--- config.mk ---
export PLATFORM = sky130hd
export DESIGN_NAME = serial_alu
export DESIGN_NICKNAME = d
export VERILOG_FILES = /design/src/rtl/serial_alu.sv
export SDC_FILE = /design/constraint.sdc
export NUM_CORES = 1
export LEC_CHECK = 0
export CAP_MARGIN = 5
export CORE_ASPECT_RATIO = 0.6
export CORE_UTILIZATION = 30
export CTS_BUF_LIST = sky130_fd_sc_hd__clkbuf_2
export DETAILED_ROUTE_END_ITERATION = 12
export SYNTH_ARGS = -nofsm -noshare
export SYNTH_HDL_FRONTEND = slang
export SYNTH_SLANG_ARGS = --single-unit
export TNS_END_PERCENT = 1
--- constraint.sdc ---
create_clock -name clock -period 9.45 [get_ports clock]
set_input_delay 1.4175 -clock clock [delete_from_list [all_inputs] [get_ports clock]]
set_output_delay 1.4175 -clock clock [all_outputs]
set_load 0.02 [all_outputs]
--- src/rtl/serial_alu.sv ---
// Nibble-serial add/sub/multiply unit: collects two DATA_W operands in IN_W beats,
// executes one operation, and streams the DATA_W result back in OUT_W beats.
module serial_alu #(
    parameter int DATA_W = 16,
    parameter int IN_W   = 4,
    parameter int OUT_W  = 8
) (
    input  logic             clock,
    input  logic             reset,
    input  logic             clear,
    input  logic             in_valid,
    output logic             in_ready,
    input  logic [IN_W-1:0]  in_a,
    input  logic [IN_W-1:0]  in_b,
    input  logic [1:0]       op,
    output logic             out_valid,
    input  logic             out_ready,
    output logic [OUT_W-1:0] out_data,
    output logic             out_last,
    output logic             out_flag,
    output logic             busy,
    output logic [1:0]       dbg_state
);

    localparam int NI  = DATA_W / IN_W;
    localparam int NO  = DATA_W / OUT_W;
    localparam int ICW = (NI > 1) ? $clog2(NI) : 1;
    localparam int OCW = (NO > 1) ? $clog2(NO) : 1;
    localparam logic [ICW-1:0] IN_LAST  = ICW'(NI - 1);
    localparam logic [OCW-1:0] OUT_LAST = OCW'(NO - 1);

    typedef enum logic [1:0] {
        ST_LOAD = 2'd0,
        ST_EXEC = 2'd1,
        ST_SEND = 2'd2
    } state_t;

    state_t              state;
    logic [ICW-1:0]      in_cnt;
    logic [OCW-1:0]      out_cnt;
    logic [OCW-1:0]      out_nxt;
    logic [DATA_W-1:0]   a_reg;
    logic [DATA_W-1:0]   b_reg;
    logic [1:0]          op_reg;
    logic [DATA_W-1:0]   res_reg;
    logic [DATA_W-1:0]   res_next;
    logic                flag_next;
    logic [DATA_W:0]     sum;
    logic [DATA_W:0]     diff;
    logic [2*DATA_W-1:0] prod;

    // Handshake: a beat moves on a rising edge where valid && ready are both high;
    // a producer holding valid keeps its payload stable until that edge. Both
    // in_ready and out_valid are registered, so neither depends on the partner's signal.

    always_comb begin
        sum       = {1'b0, a_reg} + {1'b0, b_reg};
        diff      = {1'b0, a_reg} - {1'b0, b_reg};
        prod      = {{DATA_W{1'b0}}, a_reg} * {{DATA_W{1'b0}}, b_reg};
        res_next  = '0;
        flag_next = 1'b0;
        case (op_reg)
            2'b00: begin
                res_next  = sum[DATA_W-1:0];
                flag_next = sum[DATA_W];
            end
            2'b01: begin
                // The extra top bit of the widened difference is the unsigned borrow.
                res_next  = diff[DATA_W-1:0];
                flag_next = diff[DATA_W];
            end
            2'b10: begin
                res_next  = prod[DATA_W-1:0];
                flag_next = |prod[2*DATA_W-1:DATA_W];
            end
            default: begin
                res_next  = prod[2*DATA_W-1:DATA_W];
                flag_next = 1'b0;
            end
        endcase
    end

    assign out_nxt   = out_cnt + OCW'(1);
    assign busy      = !((state == ST_LOAD) && (in_cnt == '0));
    assign dbg_state = state;

    always_ff @(posedge clock or negedge reset) begin
        if (!reset) begin
            state     <= ST_LOAD;
            in_cnt    <= '0;
            out_cnt   <= '0;
            a_reg     <= '0;
            b_reg     <= '0;
            op_reg    <= '0;
            res_reg   <= '0;
            in_ready  <= 1'b1;
            out_valid <= 1'b0;
            out_data  <= '0;
            out_last  <= 1'b0;
            out_flag  <= 1'b0;
        end else if (clear) begin
            // Abort wins over any beat arriving on the same edge.
            state     <= ST_LOAD;
            in_cnt    <= '0;
            out_cnt   <= '0;
            a_reg     <= '0;
            b_reg     <= '0;
            op_reg    <= '0;
            res_reg   <= '0;
            in_ready  <= 1'b1;
            out_valid <= 1'b0;
            out_data  <= '0;
            out_last  <= 1'b0;
            out_flag  <= 1'b0;
        end else begin
            case (state)
                ST_LOAD: begin
                    if (in_valid && in_ready) begin
                        a_reg[in_cnt*IN_W +: IN_W] <= in_a;
                        b_reg[in_cnt*IN_W +: IN_W] <= in_b;
                        if (in_cnt == '0) begin
                            op_reg <= op;
                        end
                        if (in_cnt == IN_LAST) begin
                            in_cnt   <= '0;
                            in_ready <= 1'b0;
                            state    <= ST_EXEC;
                        end else begin
                            in_cnt <= in_cnt + ICW'(1);
                        end
                    end
                end
                ST_EXEC: begin
                    res_reg   <= res_next;
                    out_flag  <= flag_next;
                    out_data  <= res_next[OUT_W-1:0];
                    out_last  <= (NO == 1);
                    out_cnt   <= '0;
                    out_valid <= 1'b1;
                    state     <= ST_SEND;
                end
                ST_SEND: begin
                    if (out_ready) begin
                        if (out_last) begin
                            state     <= ST_LOAD;
                            out_cnt   <= '0;
                            out_valid <= 1'b0;
                            out_data  <= '0;
                            out_last  <= 1'b0;
                            out_flag  <= 1'b0;
                            in_ready  <= 1'b1;
                        end else begin
                            out_cnt  <= out_nxt;
                            out_data <= res_reg[out_nxt*OUT_W +: OUT_W];
                            out_last <= (out_nxt == OUT_LAST);
                        end
                    end
                end
                default: begin
                    state    <= ST_LOAD;
                    in_ready <= 1'b1;
                end
            endcase
        end
    end

endmodule
==> metrics <==
largest net degree at the start of global routing 59; clock tree sinks between 50 and 60; Rows 57; unrepaired setup endpoints after global routing false; CP Capture Type register; clk_skew 0.0272 ns; Slew HR 24.8%; initial drt markers 1,200; fin crit share 81.7%; Setup Fix Bufs, Post-CTS 0; critical path's top delay family adder cells; setup TNS 0 ns; worst path cell trace ha_1, inv_1, fa_1, fa_1, inv_1, fa_1, fa_1, fa_1, inv_1, fa_1, inv_1, ha_1, a21o_1, o31a_1, or3_4, a31oi_4, a211oi_1, or2_2, xnor2_1, nor4_1, o21bai_1; via count 10,500; H-tree Lvls 3; WHS Path Cells 1; vias per cell 5.05; worst vdd ir 75.5 uV; antenna-violating nets left 0; initial core utilization 30.9%; number of synthesized flops with an enable pin 0; Wirelength per Cell 19.7 um; Final GP Congestion slightly above 0.9; clock latency reported for the late side of the worst-skew pair about 0.6 ns; yosys warns 0; Yosys reg bits 58; Die H 161 um; Synth Instances 1,515; Nets 1,857; Post-synth top flop dfrtp_1; number of global-route vias before repair 10,500; clk buf depth 2; hold buffers post-CTS 0; cts bufs inserted 9; critical path data arrival time 8.22 ns; DP HPWL roughly 32,000 um; CTS Root Cell clkbuf_2; total grt overflow 0; Core Area slightly above 40,000 um2; ys async rst share between 90% and 100%; status completed; DRT Pass-1 Iters 5; WP data required 9.95 ns; layout cells sized above 1 2.32%; setup violators final 0; Pleak 6.76 nW; # IOs 30; Synth Net Count approximately 1,900; crit-path max FO 18; Fin. Hold Viols 0; Area growth, synth to finish 7.46%; Avg Cell Area, Syn 8.37 um2; stages on the worst setup path 21; WS Path Type reg -> reg; power density over the cells 53.0 nW/um2; CTS tree built; Port Buf Inserts 29; MaxCap Viol Count 0; slowest cell on the critical path dfrtp_1; initial antenna violation count 2; chip width 267 um; Mapped Area approximately 13,000 um2; WHS 0.502 ns; critical path launch point type register; Fmax 0.129 GHz; Routed WL 40,800 um; Tmin final approximately 7.7 ns; Die Area about 43,000 um2; Slew @ Worst Pin 1.13 ns; synth unique cells 64; Max stage delay on crit path 1.01 ns; first-pass GRT wire length 63,900 um; reg2reg path depth 21; CTS clk-pin slew, worst paths 0.17 ns; GRT Overall Usage 19.7%; post-CTS sizing 0; sequential share of the synthesized area a little under an eighth; fin. max-slew vios 0; cell occurring most often along the worst timing path fa_1; Worst Hold Class reg -> reg; # DRC 0; Buf/Inv on CP 4
[per-stage QoR]
stage / worst slack, ns / cells / total power [mW] / util [%] / cell area, um2
after detailed placement: 1.90 / 2055 / 0.549 / 32.9 / 13500
after CTS: 1.84 / 2070 / 0.716 / 33.2 / 13600
after global routing: 1.46 / 2072 / 0.762 / 33.2 / 13600
after global placement: 1.97 / 2055 / 0.549 / 32.9 / 13500
after floorplan: 2.80 / 1515 / 0.446 / - / 12700
final: 1.73 / 2072 / 0.723 / 33.2 / 13600
[worst paths after layout]
check / startpoint / to / slack [ns]
setup / recovery: b_reg[9]$_DFFE_PN0P_ / out_flag$_DFFE_PN0P_ / 1.73
hold reg to reg: res_reg[10]$_DFFE_PN0P_ / res_reg[10]$_DFFE_PN0P_ / 0.50
hold / removal: res_reg[10]$_DFFE_PN0P_ / res_reg[10]$_DFFE_PN0P_ / 0.50
setup reg to reg: b_reg[9]$_DFFE_PN0P_ / out_flag$_DFFE_PN0P_ / 1.73
max in group asynchronous: reset / res_reg[10]$_DFFE_PN0P_ / 7.95
min in group asynchronous: reset / b_reg[15]$_DFFE_PN0P_ / 0.94
[cells by family (layout without fill, tap and decap cells)]
family	Yosys count	in the layout	synth area share [%]
xor gates and xnor gates	44	44	3.04
AOI/OAI and AO/OA	249	249	12.3
buffers and inverters	345	340	10.3
muxes	9	9	0.730
DFF	58	58	11.5
and+or+nand+nor	474	474	17.5
other	0	2	0
adders and majority gates	336	336	44.8
[per-layer routing]
layer  wire, um  share of wire (%)  track usage (%)
met5          0                  0                0
met4        248               0.61             2.18
met3       4670                 11             6.65
met2      15100                 37             24.8
met1      20800                 51             31.9
[layout make-up]
type | instances | area (um2)
diodes | 2 | 5.00
clock buffers | 9 | 45.0
clock inverters | 6 | 58.8
fillers | 4400 | 27500
inverters | 284 | 1070
multi-input cells | 1112 | 9920
flip-flops and latches | 58 | 1450
well taps | 560 | 701
repair buffers | 41 | 375
[synth_stat cells (14+ instances only)]
| cell | number | area share, % |
|---|---|---|
| and2_1 | 101 | 5.0 |
| a21o_1 | 16 | 0.95 |
| inv_1 | 283 | 8.4 |
| ha_1 | 140 | 14 |
| nand2_1 | 241 | 7.1 |
| nor2_1 | 62 | 1.8 |
| clkbuf_1 | 54 | 1.6 |
| fa_1 | 196 | 31 |
| xor2_1 | 14 | 0.97 |
| dfrtp_1 | 57 | 11 |
| xnor2_1 | 30 | 2.1 |
| a21oi_1 | 71 | 2.8 |
| a211oi_1 | 22 | 1.3 |
| o21ai_0 | 70 | 2.8 |
[report_power, final]
group	leakage, nW	total [mW]	internal (mW)	switching, mW
logic	5.90	0.250	0.0924	0.157
registers	0.794	0.307	0.261	0.0462
clock network	0.0612	0.166	0.0576	0.108
total	6.76	0.723	0.411	0.312
[cells in the final DEF (no fill, tap or decap), types with 16 or more instances in the layout]
master,Yosys,final
a211oi_1,22,22
a21o_1,16,16
a21oi_1,71,71
and2_1,101,101
clkdlybuf4s50_1,0,28
dfrtp_1,57,57
fa_1,196,196
ha_1,140,140
inv_1,283,283
nand2_1,241,241
nor2_1,62,62
o21ai_0,70,70
xnor2_1,30,30
(Power assumes the default switching activity.)
